**src/rtl/mem_viewer_pkg.sv**
```systemverilog
// Shared types and constants for the memory word viewer: FSM states, widths,
// the timeout fill word and active-low {g,f,e,d,c,b,a} segment patterns.
package mem_viewer_pkg;

  typedef enum logic [1:0] {
    ST_IDLE    = 2'd0,
    ST_REQ     = 2'd1,
    ST_WAIT    = 2'd2,
    ST_CAPTURE = 2'd3
  } state_e;

  localparam int unsigned ADDR_W  = 16;
  localparam int unsigned WADDR_W = 14;
  localparam int unsigned SEG_W   = 7;
  localparam int unsigned NIB_W   = 4;
  localparam int unsigned CNT_W   = 16;

  localparam logic [31:0] DEAD_WORD = 32'hDEAD_DEAD;

  localparam logic [SEG_W-1:0] SEG_0 = 7'b1000000;
  localparam logic [SEG_W-1:0] SEG_1 = 7'b1111001;
  localparam logic [SEG_W-1:0] SEG_2 = 7'b0100100;
  localparam logic [SEG_W-1:0] SEG_3 = 7'b0110000;
  localparam logic [SEG_W-1:0] SEG_4 = 7'b0011001;
  localparam logic [SEG_W-1:0] SEG_5 = 7'b0010010;
  localparam logic [SEG_W-1:0] SEG_6 = 7'b0000010;
  localparam logic [SEG_W-1:0] SEG_7 = 7'b1111000;
  localparam logic [SEG_W-1:0] SEG_8 = 7'b0000000;
  localparam logic [SEG_W-1:0] SEG_9 = 7'b0010000;
  localparam logic [SEG_W-1:0] SEG_A = 7'b0001000;
  localparam logic [SEG_W-1:0] SEG_B = 7'b0000011;
  localparam logic [SEG_W-1:0] SEG_C = 7'b1000110;
  localparam logic [SEG_W-1:0] SEG_D = 7'b0100001;
  localparam logic [SEG_W-1:0] SEG_E = 7'b0000110;
  localparam logic [SEG_W-1:0] SEG_F = 7'b0001110;

endpackage

```
**src/rtl/hex_to_7seg.sv**
```systemverilog
// One hex digit to an active-low {g,f,e,d,c,b,a} seven-segment pattern.
module hex_to_7seg
  import mem_viewer_pkg::*;
(
  input  logic [NIB_W-1:0] nib,
  output logic [SEG_W-1:0] seg
);

  always_comb begin
    seg = SEG_0;
    case (nib)
      4'h0: seg = SEG_0;
      4'h1: seg = SEG_1;
      4'h2: seg = SEG_2;
      4'h3: seg = SEG_3;
      4'h4: seg = SEG_4;
      4'h5: seg = SEG_5;
      4'h6: seg = SEG_6;
      4'h7: seg = SEG_7;
      4'h8: seg = SEG_8;
      4'h9: seg = SEG_9;
      4'hA: seg = SEG_A;
      4'hB: seg = SEG_B;
      4'hC: seg = SEG_C;
      4'hD: seg = SEG_D;
      4'hE: seg = SEG_E;
      4'hF: seg = SEG_F;
    endcase
  end

endmodule

```
**src/rtl/mem_word_viewer.sv**
```systemverilog
// Fetches the memory word under the stepped byte address and shows half of it
// plus the low word-address byte on six digits. Define MEM_VIEWER_TIMEOUT_EN
// to abandon reads that stall in WAIT and flag err.
module mem_word_viewer
  import mem_viewer_pkg::*;
#(
  parameter int unsigned TIMEOUT_CYCLES = 1024,
  parameter int unsigned DATA_W         = 32
) (
  input  logic               clk,
  input  logic               rst,
  input  logic [ADDR_W-1:0]  address,
  input  logic               sel_high,
  output logic               rd_req,
  output logic [WADDR_W-1:0] rd_addr,
  input  logic               rd_ready,
  input  logic               rd_valid,
  input  logic [DATA_W-1:0]  rd_data,
  output logic [SEG_W-1:0]   hex0,
  output logic [SEG_W-1:0]   hex1,
  output logic [SEG_W-1:0]   hex2,
  output logic [SEG_W-1:0]   hex3,
  output logic [SEG_W-1:0]   hex4,
  output logic [SEG_W-1:0]   hex5,
  output logic               busy,
  output logic               err
);

  localparam int unsigned HALF_W = DATA_W / 2;

  state_e             state;
  logic [WADDR_W-1:0] last_addr;
  logic               pending;
  logic [DATA_W-1:0]  data_reg;
  logic [WADDR_W-1:0] word_addr;
  logic [HALF_W-1:0]  disp_half;
  logic [1:0]         byte_off_unused;
  logic [CNT_W-1:0]   timeout_cfg_unused;

  assign word_addr          = address[ADDR_W-1:2];
  assign byte_off_unused    = address[1:0];
  assign timeout_cfg_unused = CNT_W'(TIMEOUT_CYCLES);
  assign rd_addr            = last_addr;

`ifdef MEM_VIEWER_TIMEOUT_EN
  localparam logic [CNT_W-1:0] TIMEOUT_LAST = CNT_W'(TIMEOUT_CYCLES - 1);
  logic [CNT_W-1:0] wait_cnt;
  logic             err_q;
  assign err = err_q;
`else
  assign err = 1'b0;
`endif

  // Fetch sequencer; pending remembers any word change seen while busy.
  always_ff @(posedge clk) begin
    if (rst) begin
      state     <= ST_IDLE;
      rd_req    <= 1'b0;
      busy      <= 1'b0;
      last_addr <= '0;
      pending   <= 1'b1;
      data_reg  <= '0;
`ifdef MEM_VIEWER_TIMEOUT_EN
      wait_cnt  <= '0;
      err_q     <= 1'b0;
`endif
    end else begin
      if (state != ST_IDLE && word_addr != last_addr) begin
        pending <= 1'b1;
      end
      unique case (state)
        ST_IDLE: begin
          if (pending || word_addr != last_addr) begin
            state     <= ST_REQ;
            last_addr <= word_addr;
            pending   <= 1'b0;
            rd_req    <= 1'b1;
            busy      <= 1'b1;
          end
        end
        ST_REQ: begin
          if (rd_ready) begin
            state  <= ST_WAIT;
            rd_req <= 1'b0;
`ifdef MEM_VIEWER_TIMEOUT_EN
            wait_cnt <= '0;
`endif
          end
        end
        ST_WAIT: begin
          if (rd_valid) begin
            data_reg <= rd_data;
            state    <= ST_CAPTURE;
`ifdef MEM_VIEWER_TIMEOUT_EN
            err_q    <= 1'b0;
          end else if (wait_cnt == TIMEOUT_LAST) begin
            data_reg <= DATA_W'(DEAD_WORD);
            err_q    <= 1'b1;
            state    <= ST_IDLE;
            busy     <= 1'b0;
          end else begin
            wait_cnt <= wait_cnt + CNT_W'(1);
`endif
          end
        end
        ST_CAPTURE: begin
          state <= ST_IDLE;
          busy  <= 1'b0;
        end
        default: begin
          state  <= ST_IDLE;
          rd_req <= 1'b0;
          busy   <= 1'b0;
        end
      endcase
    end
  end

  // Half select is deliberately unregistered so the toggle is immediate.
  assign disp_half = sel_high ? data_reg[DATA_W-1 -: HALF_W] : data_reg[HALF_W-1:0];

  hex_to_7seg u_hex0 (.nib(disp_half[3:0]),   .seg(hex0));
  hex_to_7seg u_hex1 (.nib(disp_half[7:4]),   .seg(hex1));
  hex_to_7seg u_hex2 (.nib(disp_half[11:8]),  .seg(hex2));
  hex_to_7seg u_hex3 (.nib(disp_half[15:12]), .seg(hex3));
  hex_to_7seg u_hex4 (.nib(last_addr[3:0]),   .seg(hex4));
  hex_to_7seg u_hex5 (.nib(last_addr[7:4]),   .seg(hex5));

endmodule
```
**config.mk**
```make
export PLATFORM = sky130hd
export DESIGN_NAME = mem_word_viewer
export DESIGN_NICKNAME = d
export VERILOG_FILES = /design/src/rtl/mem_viewer_pkg.sv /design/src/rtl/hex_to_7seg.sv /design/src/rtl/mem_word_viewer.sv
export SDC_FILE = /design/constraint.sdc
export NUM_CORES = 1
export LEC_CHECK = 0
export ABC_AREA = 0
export CELL_PAD_IN_SITES_DETAIL_PLACEMENT = 0
export CELL_PAD_IN_SITES_GLOBAL_PLACEMENT = 2
export CORE_AREA = 2 2 119 121
export CTS_BUF_LIST = sky130_fd_sc_hd__clkbuf_4 sky130_fd_sc_hd__clkbuf_8
export DETAILED_ROUTE_END_ITERATION = 8
export DIE_AREA = 0 0 121 123
export HOLD_SLACK_MARGIN = 0.1
export PLACE_DENSITY_LB_ADDON = 0.1
export SYNTH_ARGS = -nofsm -noshare
export SYNTH_HDL_FRONTEND = slang
export SYNTH_SLANG_ARGS = --single-unit
```
**constraint.sdc**
```tcl
create_clock -name clk -period 10.4 [get_ports clk]
set_input_delay 2.6 -clock clk [delete_from_list [all_inputs] [get_ports clk]]
set_output_delay 2.6 -clock clk [all_outputs]
set_load 0.05 [all_outputs]
```
==> results, run 1 <==
- The starting DRC count in detailed routing is 123.
- The number of routed nets with antenna violations is 0.
- In this run the standard cell core region covers 13600 um^2.
- The count of different cell masters after synthesis is 46.
- The average wire per cell in the routed design is 13.7 um.
- The layer with the highest usage is met2.
- The post-route minimum period is between 8 and 9 ns.
- Setup repair after global routing left no endpoint under its margin.
- CTS built an H-tree with a depth of 3.
- The timing-limited maximum frequency is 0.122 GHz.
- The cell that appears most often on the critical path is clkdlybuf4s50_1.
- The number of ports placed on the die boundary is 112.
- For this run, design rule violations remaining after detail routing come to 0.
- The global route total overflow is 0.
- The total negative setup slack is 0 ns.
- The power density over the cells is 226 nW/um^2.
- The full die area is roughly 15000 um^2.
- The sequential fraction of the synthesis area is 31.6%.
- The final setup violation count is 0.
- The critical path arrival is 5.60 ns.
- The detail-routed via count per cell is 4.68.
- For this run, global-route usage on met2 was measured as around 25%.
- The count of maximum capacitance violations is 0.
- Global routing used 2.72% of the available met3 tracks.
- The worst pin sits at a relative slew slack of 27.0%.
- The slew of the pin with the lowest slew margin is about 1.1 ns.
- For this run, asynchronously set or reset flops after synthesis account for 0%.
- Among all flip-flop cells after synthesis, the most frequent one is dfxtp_1.
- The number of search-and-repair iterations in the first detailed-routing pass is 4.
- In this run the critical register-to-register path is captured at u_hex4.seg[5].
- Post-CTS repair changed the size of 0 cells.
- The kind of start point of the critical path is a primary input.
- For this design, the CTS-stage hold fixing added 0 buffers.
- The cell with the largest stage delay on the worst path is clkdlybuf4s50_1.
- The first global-routing pass estimated between 15000 and 20000 um of wire.
- The number of buffers and inverters on the critical path is 4.
- Summing every instance area after synthesis gives 4120 um^2.
- Global routing consumed, over all layers together, 14.6% of the routing resources.
- Synthesis produced a netlist whose cell count is 503.
- The flow ran to the end, and the final reports show no timing, DRC or antenna violations.
- The number of placement rows is 43.
- The final cell count without fillers is ~790.
- The worst setup slack for register-to-register paths is ~7.5 ns.
- TritonCTS created 9 clock buffers.
- The final-report max-slew violation count is 0.
- The HPWL after detailed placement is slightly below 8000 um.
- The startpoint-to-endpoint class of the critical path is in2out.
- In the global route stage, met1 resource usage came out at 17.9%.
- The top fanout value on the critical path is 18.
- Traced cell by cell, the critical path runs through clkdlybuf4s50_1 > buf_4 > mux2i_1 > inv_1 > ha_1 > mux4_2 > clkdlybuf4s50_1.
- After synthesis, the largest area contributor takes up 31.6% of total cell area.
- The number of enable flip-flop cells after synthesis is 0.
- After detailed routing, the total wire length is 10800 um.
- The number of placed cells counting well taps is 772.
- The depth of the worst register-to-register path is 10.
- Summing over every cut layer, the via total after detailed routing is 3689.
- The initial antenna violation count is 0.
- The register with the most flip-flops in the layout has 32 of them.
- After clock tree synthesis, the setup repair step added 0 buffers.
- The final worst clock skew is 0.0110 ns.
- Port buffering added 108 buffers.
- The origin of the worst min-delay path is data_reg[9].
- Once the floorplan was initialized, standard cells occupied 30.3% of the core.
- The proportion of layout cells with a drive suffix above 1 is 7.73%.
- The number of global-route vias before repair was ~3600.
- The number of clock sinks seen by CTS is 65.
- The synthesized design spends more area on one cell type than any other, namely dfxtp_1.
- The clock transition at the registers of the reported paths is 0.07 ns.
- A synthesized cell averages roughly 8.2 um^2.
- Dividing the final minimum period by the clock period gives around 79%.
- The last weighted congestion value of the routability-driven placer is 0.792.
- The peak supply drop is 0.0950 mV.
- Sorting the synthesized cells by area gives the leading types as dfxtp_1 (32%), ha_1 (12%), nand2_1 (9.5%).
- For hold timing, the worst endpoint is data_reg[9].
- The TritonCTS clock tree is done.
- The min-delay analysis places its worst path in the category reg2reg.
- The worst hold path passes through 2 cells.
- The launch instance of the worst register-to-register path is rd_addr[7].
- Clock latency on the worst-skew pair, taken at its later pin, is 0.35 ns.
- In this run the static leakage power is 0.00231 uW.
- The net count of the finished layout is between 600 and 700.
- The number of inserted diodes is 0.
- Broken down by cell family, the worst path's largest delay share belongs to buffers and inverters.
- The synthesis-to-layout area growth is 35.2%.
- The Yosys step of the flow raised 0 warnings.
- Leaving out fill and tap cells, the most frequent cell in the layout is clkdlybuf4s50_1.
- In this run, synthesis produced a sequential element count of between 60 and 70.
- The tree is rooted in a clkbuf_8.
- The library cells used most frequently in the layout, excluding fill and tap cells, are clkdlybuf4s50_1 (107), nand2_1 (104), dfxtp_1 (65).
- The worst setup path is captured at an output pin.
- The required time at the endpoint of the critical path is approximately 8 ns.
- Entering global routing, the biggest net connects 63 pins.
- The number of hold-slack violations in the final timing report is 0.
- The largest stage delay on the critical path is 0.71 ns.
- The number of nets handed over by synthesis was just under 600.
- In this run the horizontal extent of the chip is 121 um.
- The die is 123 um tall.
- The number of buffers between clock root and the deepest sink is 2.
[power by group]
part           switching (uW)  total, uW  internal, uW
registers                37.7        346           308
clock network            99.6        235           136
logic                     432        677           245
total                     570       1260           688
[worst max path at each step]
stage               startpoint       to  depth (start not counted)
global route          sel_high  hex1[3]                          7
floorplan             sel_high  hex3[2]                          6
global placement      sel_high  hex1[0]                          7
CTS                   sel_high  hex1[0]                          7
detailed placement    sel_high  hex2[3]                          7
finish                sel_high  hex2[3]                          7
[cell families (layout without fill, tap and decap cells)]
logic type,Yosys count,count (layout),synth area share [%]
other cells,1,1,0.0910
compound gates,102,102,15.4
xor+xnor,14,14,2.98
mux,49,49,13.5
fa+ha+maj,40,40,12.2
flops,65,65,31.6
simple gates,180,180,19.3
buf+inv,52,157,4.95
[layout make-up]
class                           count  area, um^2
Inverter                           29         109
Clock inverter                      2        35.0
Fill cell                        1415        8040
Tap cell                          180         225
Multi-Input combinational cell    386        2610
Clock buffer                       14         180
Timing Repair Buffer              112        1110
Sequential cell                    65        1300
[cells in the mapped netlist, types with 5 or more instances]
master,n
buf_1,5
or2_2,8
xor2_1,14
a211oi_1,6
a21oi_1,51
mux2i_1,36
nand2_1,104
nand2b_1,10
clkbuf_1,13
dfxtp_1,65
o21ai_0,12
inv_1,29
mux2_2,7
o22ai_1,10
nor2_1,36
ha_1,40
[routing by layer]
| layer | up-vias | wire [um] | part of all wire, % |
|---|---|---|---|
| li1 | 1907 | - | - |
| met2 | 70 | 5180 | 48 |
| met5 | - | 0 | 0 |
| met1 | 1702 | 4990 | 46 |
| met4 | 0 | 170 | 1.6 |
| met3 | 10 | 435 | 4.0 |
[metrics by stage]
| step | hold slack, ns | utilization, % | power (uW) | setup slack [ns] | instance area (um^2) |
|---|---|---|---|---|---|
| floorplan | 0.436 | - | 828 | 2.57 | 4120 |
| global placement | 0.441 | 39.3 | 1030 | 2.21 | 5360 |
| detailed placement | 0.446 | 39.3 | 1040 | 2.18 | 5360 |
| CTS | 0.456 | 40.9 | 1270 | 2.17 | 5570 |
| global route | 0.472 | 40.9 | 1330 | 1.99 | 5570 |
| finish | 0.453 | 40.9 | 1260 | 2.20 | 5570 |
[worst min-delay path: stages, from the launching register on]
cell and delay [ns]:
dfxtp_1 0.31, nand2_1 0.05, a21oi_1 0.05
Note: power is estimated with default switching activity, not from simulation.
==> inputs of run 2 (changes only) <==
- CORE_AREA: 2 2 119 121 -> 2 2 129 131
- DIE_AREA: 0 0 121 123 -> 0 0 131 133
- clock period: 10.4 -> 6.75 ns (I/O delays scaled with it)
==> run 2 against run 1 <==
Effect of this change: cell area up 2.2%; critical path type unchanged; critical path depth unchanged; worst hold slack better by 0.0011 ns; global-route usage down 1.2 points; largest power group unchanged; sequential share of layout area down 0.50 points; clock skew down 0.0042 ns; non-clock buffer count up 10; via count up 1.4%; first-iteration DRC count down 23%.
==> results, run 2 (same netlist as run 1, synthesis figures left out) <==
- Outcome: finished clean (unchanged).
- The count of maximum capacitance violations is 0 (unchanged).
- The overall global routing resource usage came to 13.4% (was 14.6%).
- The number of inserted diodes was 0 (unchanged).
- The first-pass GRT wire length is 18600 um (was 17300 um).
- The power density over the cells was 352 nW/um^2 (was 226 nW/um^2).
- The total of cells resized after clock tree synthesis is 0 (unchanged).
- The top fanout value on the critical path is 10 (was 18).
- The cell at the root of the clock tree is clkbuf_8 (unchanged).
- The HPWL after detailed placement is 8180 um (was 7860 um).
- The total clock buffers created by CTS is 9 (unchanged).
- The number of routed nets with antenna violations came to 0 (unchanged).
- The area taken by flip-flops and latches is 1300 um^2 (unchanged).
- The final critical path takes up 90.2% of the cycle.
- The number of instances on the worst hold path is 2 (unchanged).
- The average wire per cell in the routed design came to 13.4 um (was 13.7 um).
- The worst hold slack was 0.454 ns (was 0.453 ns).
- The depth of the worst register-to-register path came to 10 (unchanged).
- The final worst clock skew is 0.00684 ns (was 0.0110 ns).
- The number of hold-slack violations in the final timing report is 0 (unchanged).
- The number of global-route vias before repair is 3926 (was 3640).
- The full die area is 17400 um^2 (was 14900 um^2).
- The number of clock sinks seen by CTS is 65 (unchanged).
- The detail-routed via count per cell was 4.46 (was 4.68).
- The number of search-and-repair iterations in the first detailed-routing pass is 4 (unchanged).
- The peak supply drop is 0.161 mV (was 0.0950 mV).
- The area of combinational cells with multiple inputs was 2610 um^2 (unchanged).
- The launch instance of the worst register-to-register path is rd_addr[7] (unchanged).
- The number of buffers between clock root and the deepest sink is 2 (unchanged).
- The final setup violation count came to 0 (unchanged).
- The overall die height came to 133 um (was 123 um).
- The classification of the worst-slack hold path is reg2reg (unchanged).
- The launch point of the worst path is sel_high (unchanged).
- The last weighted congestion value of the routability-driven placer is 0.760 (was 0.792).
- The initial antenna violation count is 0 (unchanged).
- The final-stage net count came to 706 (was 696).
- The most common cell after layout, fill and taps aside is nand2_1 (was clkdlybuf4s50_1).
- Most frequent cells in the layout: nand2_1 (104), clkdlybuf4s50_1 (83), dfxtp_1 (65) (was clkdlybuf4s50_1 (107), nand2_1 (104), dfxtp_1 (65)).
- The die width is 131 um (was 121 um).
- The kind of end point of the critical path is an output pin (unchanged).
- The number of filler instances in the final layout came to 1740 (was 1415).
- The leakage power came to 0.00240 uW (was 0.00231 uW).
- The clock latency on the worst-skew pair is 0.35 ns (about the same).
- The synthesis-to-layout area growth came to 38.2% (was 35.2%).
- The number of setup buffers added after CTS was 0 (unchanged).
- The origin of the worst min-delay path is data_reg[12] (was data_reg[9]).
- The timing-limited maximum frequency is 0.164 GHz.
- The worst relative slew slack is 25.1% (was 27.0%).
- The clock transition at the registers of the reported paths is 0.07 ns (about the same).
- The kind of start point of the critical path was a primary input (unchanged).
- The post-route minimum period is slightly above 6 ns.
- The number of placement rows is 47 (was 43).
- The area inside the core boundary is 16200 um^2 (was 13600 um^2).
- The deepest level of the CTS H-tree came to 3 (unchanged).
- The effective utilization at floorplan is 25.5% (was 30.3%).
- The routed via count is 3740 (was 3689).
- The critical path arrival is 4.40 ns (was 5.60 ns).
- The final-report max-slew violation count is 0 (unchanged).
- The proportion of layout cells with a drive suffix above 1 is 13.1% (was 7.73%).
- The starting DRC count in detailed routing is 95 (was 123).
- The TritonCTS clock tree is done (unchanged).
- The total wire length is 11200 um (was 10800 um).
- The global route total overflow came to 0 (unchanged).
- The number of ports placed on the die boundary is 112 (unchanged).
- RSZ-0062 raised after global routing: no (unchanged).
- The hold buffer count at CTS is 0 (unchanged).
- The flip-flop count of the largest register, all copies and words added is 32 (unchanged).
- The required time at the endpoint of the critical path was 5.06 ns (was 7.80 ns).
- The startpoint-to-endpoint class of the critical path is in2out (unchanged).
- The DRC violations left is 0 (unchanged).
- The pin count of the biggest net entering global routing was 63 (unchanged).
- The total negative setup slack was 0 ns (unchanged).
- The slew of the pin with the lowest slew margin is 1.12 ns (was 1.09 ns).
- The number of port buffers is 108 (unchanged).
run 2: cell types whose count changed in the layout (fill, tap and decap cells not counted), sizes merged:
| cell | previous run | this run |
|---|---|---|
| bufinv | 1 | 3 |
| buf | 5 | 39 |
| clkbuf | 14 | 11 |
| clkdlybuf4s50 | 107 | 83 |
| clkinvlp | 0 | 1 |
run 2: area by class of cell:
type / instances / share of cell area (%)
timing repair buffer: 122 / 20.1
clock buffer: 11 / 2.55
inverter: 29 / 1.91
sequential: 65 / 22.9
tap: 220 / 4.84
clock inverter: 5 / 1.80
multi-input combinational: 386 / 45.9
run 2: stage by stage:
step	power, uW	util (%)	area, um^2	worst slack, ns	cells
2_1_floorplan	1280	-	4120	0.748	503
3_3_place_gp	1610	33.7	5450	0.588	822
3_5_place_dp	1610	33.7	5450	0.586	822
4_1_cts	2040	35.2	5690	0.581	838
5_1_grt	2140	35.2	5690	0.421	838
6_report	2010	35.2	5690	0.658	838
run 2: power by group:
| part | switching (uW) | internal (uW) | total, uW |
|---|---|---|---|
| Clock | 159 | 259 | 418 |
| Combinational | 674 | 383 | 1060 |
| Sequential | 56.8 | 475 | 531 |
| Total | 889 | 1120 | 2010 |
run 2: per-layer routing:
metal	up-vias	part of all wire, %	track usage (%)	routed length [um]
met3	11	4.6	2.83	518
met1	1729	46	16.6	5130
met5	-	0	0	0
met4	0	1.5	4.96	169
met2	73	48	22.6	5420
li1	1927	-	-	-
run 2: critical path, cell delays in order:
cell and delay (ns):
clkdlybuf4s50_1 0.79, buf_4 0.33, mux2i_1 0.46, inv_1 0.19, ha_1 0.27, mux4_2 0.46, buf_4 0.20
run 2: worst paths after layout:
check / to / slack [ns]
max: hex3[3] / 0.66
min: data_reg[12] / 0.45
max reg2reg: u_hex4.seg[5] / 3.70
min reg2reg: data_reg[12] / 0.45
==> edit: new RTL, config.mk and constraints of run 2 <==
Add a define of `MEM_VIEWER_TIMEOUT_EN`.
--- a/src/rtl/mem_word_viewer.sv
+++ b/src/rtl/mem_word_viewer.sv
@@ -1,6 +1,8 @@
 // Fetches the memory word under the stepped byte address and shows half of it
 // plus the low word-address byte on six digits. Define MEM_VIEWER_TIMEOUT_EN
 // to abandon reads that stall in WAIT and flag err.
+`define MEM_VIEWER_TIMEOUT_EN
+
 module mem_word_viewer
   import mem_viewer_pkg::*;
 #(
Formal check against the unedited RTL: same outputs for any inputs over 4 cycles, from zero or initial values and one cycle with rst high; that may be too few to reach the edited logic, so the function may still have changed.
==> edit against run 2 <==
Largest cell class unchanged; final area up 14%; utilization up 5.1 points; sequential share of layout area up 2.3 points; register-to-register slack worse by 0.19 ns; wire length up 16%; clock power up 6.7%; setup slack worse by 0.024 ns; area after synthesis up 20%; maximum frequency down 0.40%; sequential cell count up 17; highest routed layer unchanged; power up 24%; sequential power up 25%.
==> edit: results (changes against run 2) <==
layout cells sized above 1 15.6% (was 13.1%); Avg Inst Size Synth 9.20 sq um (was 8.19 sq um); CP Data Arrival Time 4.43 ns (was 4.40 ns); vias in the first global route 4101 (was 3926); Fill cells 1647 (was 1740); # port buffers 109 (was 108); status complete, no violations (unchanged); DR WL met3 437 um (was 518 um); met2 WL 6250 um (was 5420 um); Leakage 2.64 nW (was 2.40 nW); mux contribution to synthesized area 12.0% (was 13.5%); gr usage total 15.0% (was 13.4%); M1 WL 6230 um (was 5130 um); Synth Area in XOR/XNOR 4.43% (was 2.98%); adder-cell share of the synthesized area 10.4% (was 12.2%); Compound-Gate Fraction of Synth Area 19.5% (was 15.4%); met1 GRT Util 19.7% (was 16.6%); first-pass GRT wire length 20700 um (was 18600 um); Mapped Area 4940 sq um (was 4120 sq um); final wirelength 13100 um (was 11200 um); detailed-route via count 4257 (was 3740); hpwl dp 9580 um (was 8180 um); Distinct cells, synth 67 (was 46); met3 Use GR 2.75% (was 2.83%); DP Cell Count 857 (was 822); reg-to-reg startpoint rd_addr[6] (was rd_addr[7]); Peak VDD IR 0.173 mV (was 0.161 mV); clock skew 0.0137 ns (was 0.00684 ns); r2r setup slk 3.51 ns (was 3.70 ns); # nets final 742 (was 706)
==> edit: cell types whose count changed after synthesis, moves of 5 or more <==
| cell | change |
|---|---|
| nor2b_1 | +7 |
| nand3_1 | +13 |
| xor2_1 | -10 |
| mux2i_1 | +5 |
| xnor2_1 | +21 |
| a21oi_1 | -33 |
| a22oi_1 | +11 |
| nor2_1 | +20 |
| nand4_1 | +5 |
| nand2_1 | -71 |
| o221a_2 | +22 |
| dfxtp_1 | +17 |
==> edit: power breakdown <==
part / total (W) / internal (W) / leakage [nW] / switching [W]
Combinational: 0.00138 / 0.000513 / 1.85 / 0.000862
Sequential: 0.000666 / 0.000594 / 0.670 / 0.0000714
Clock: 0.000446 / 0.000256 / 0.119 / 0.000190
Total: 0.00249 / 0.00136 / 2.64 / 0.00112
==> edit: cell families (layout without fill, tap and decap cells) <==
kind of cell | count (synthesis) | in the layout
AOI/OAI and AO/OA | 121 | 121
xor gates and xnor gates | 25 | 25
adders and majority gates | 41 | 41
buffers and inverters | 55 | 171
DFF | 82 | 82
muxes | 54 | 54
and+or+nand+nor | 159 | 159
==> edit: final cells by class <==
type,instances,area share (%)
inverter,31,1.79
multi-input combinational,400,47.0
timing repair buffer,124,18.0
clock inverter,6,1.75
clock buffer,10,2.11
sequential,82,25.2
tap,220,4.22
==> edit: stage by stage <==
step,hold WS [ns],area (sq um),setup WS (ns)
5_1_grt,0.542,6520,0.443
4_1_cts,0.496,6520,0.622
2_1_floorplan,0.467,4940,0.680
3_3_place_gp,0.478,6260,0.615
6_report,0.495,6520,0.634
3_5_place_dp,0.478,6260,0.621
==> edit: critical path: cells and delay by family <==
kind,cells,cell delay [ns]
AOI/OAI and AO/OA,1,0.24
adders and majority gates,1,0.27
buffers and inverters,3,1.64
muxes,1,0.58
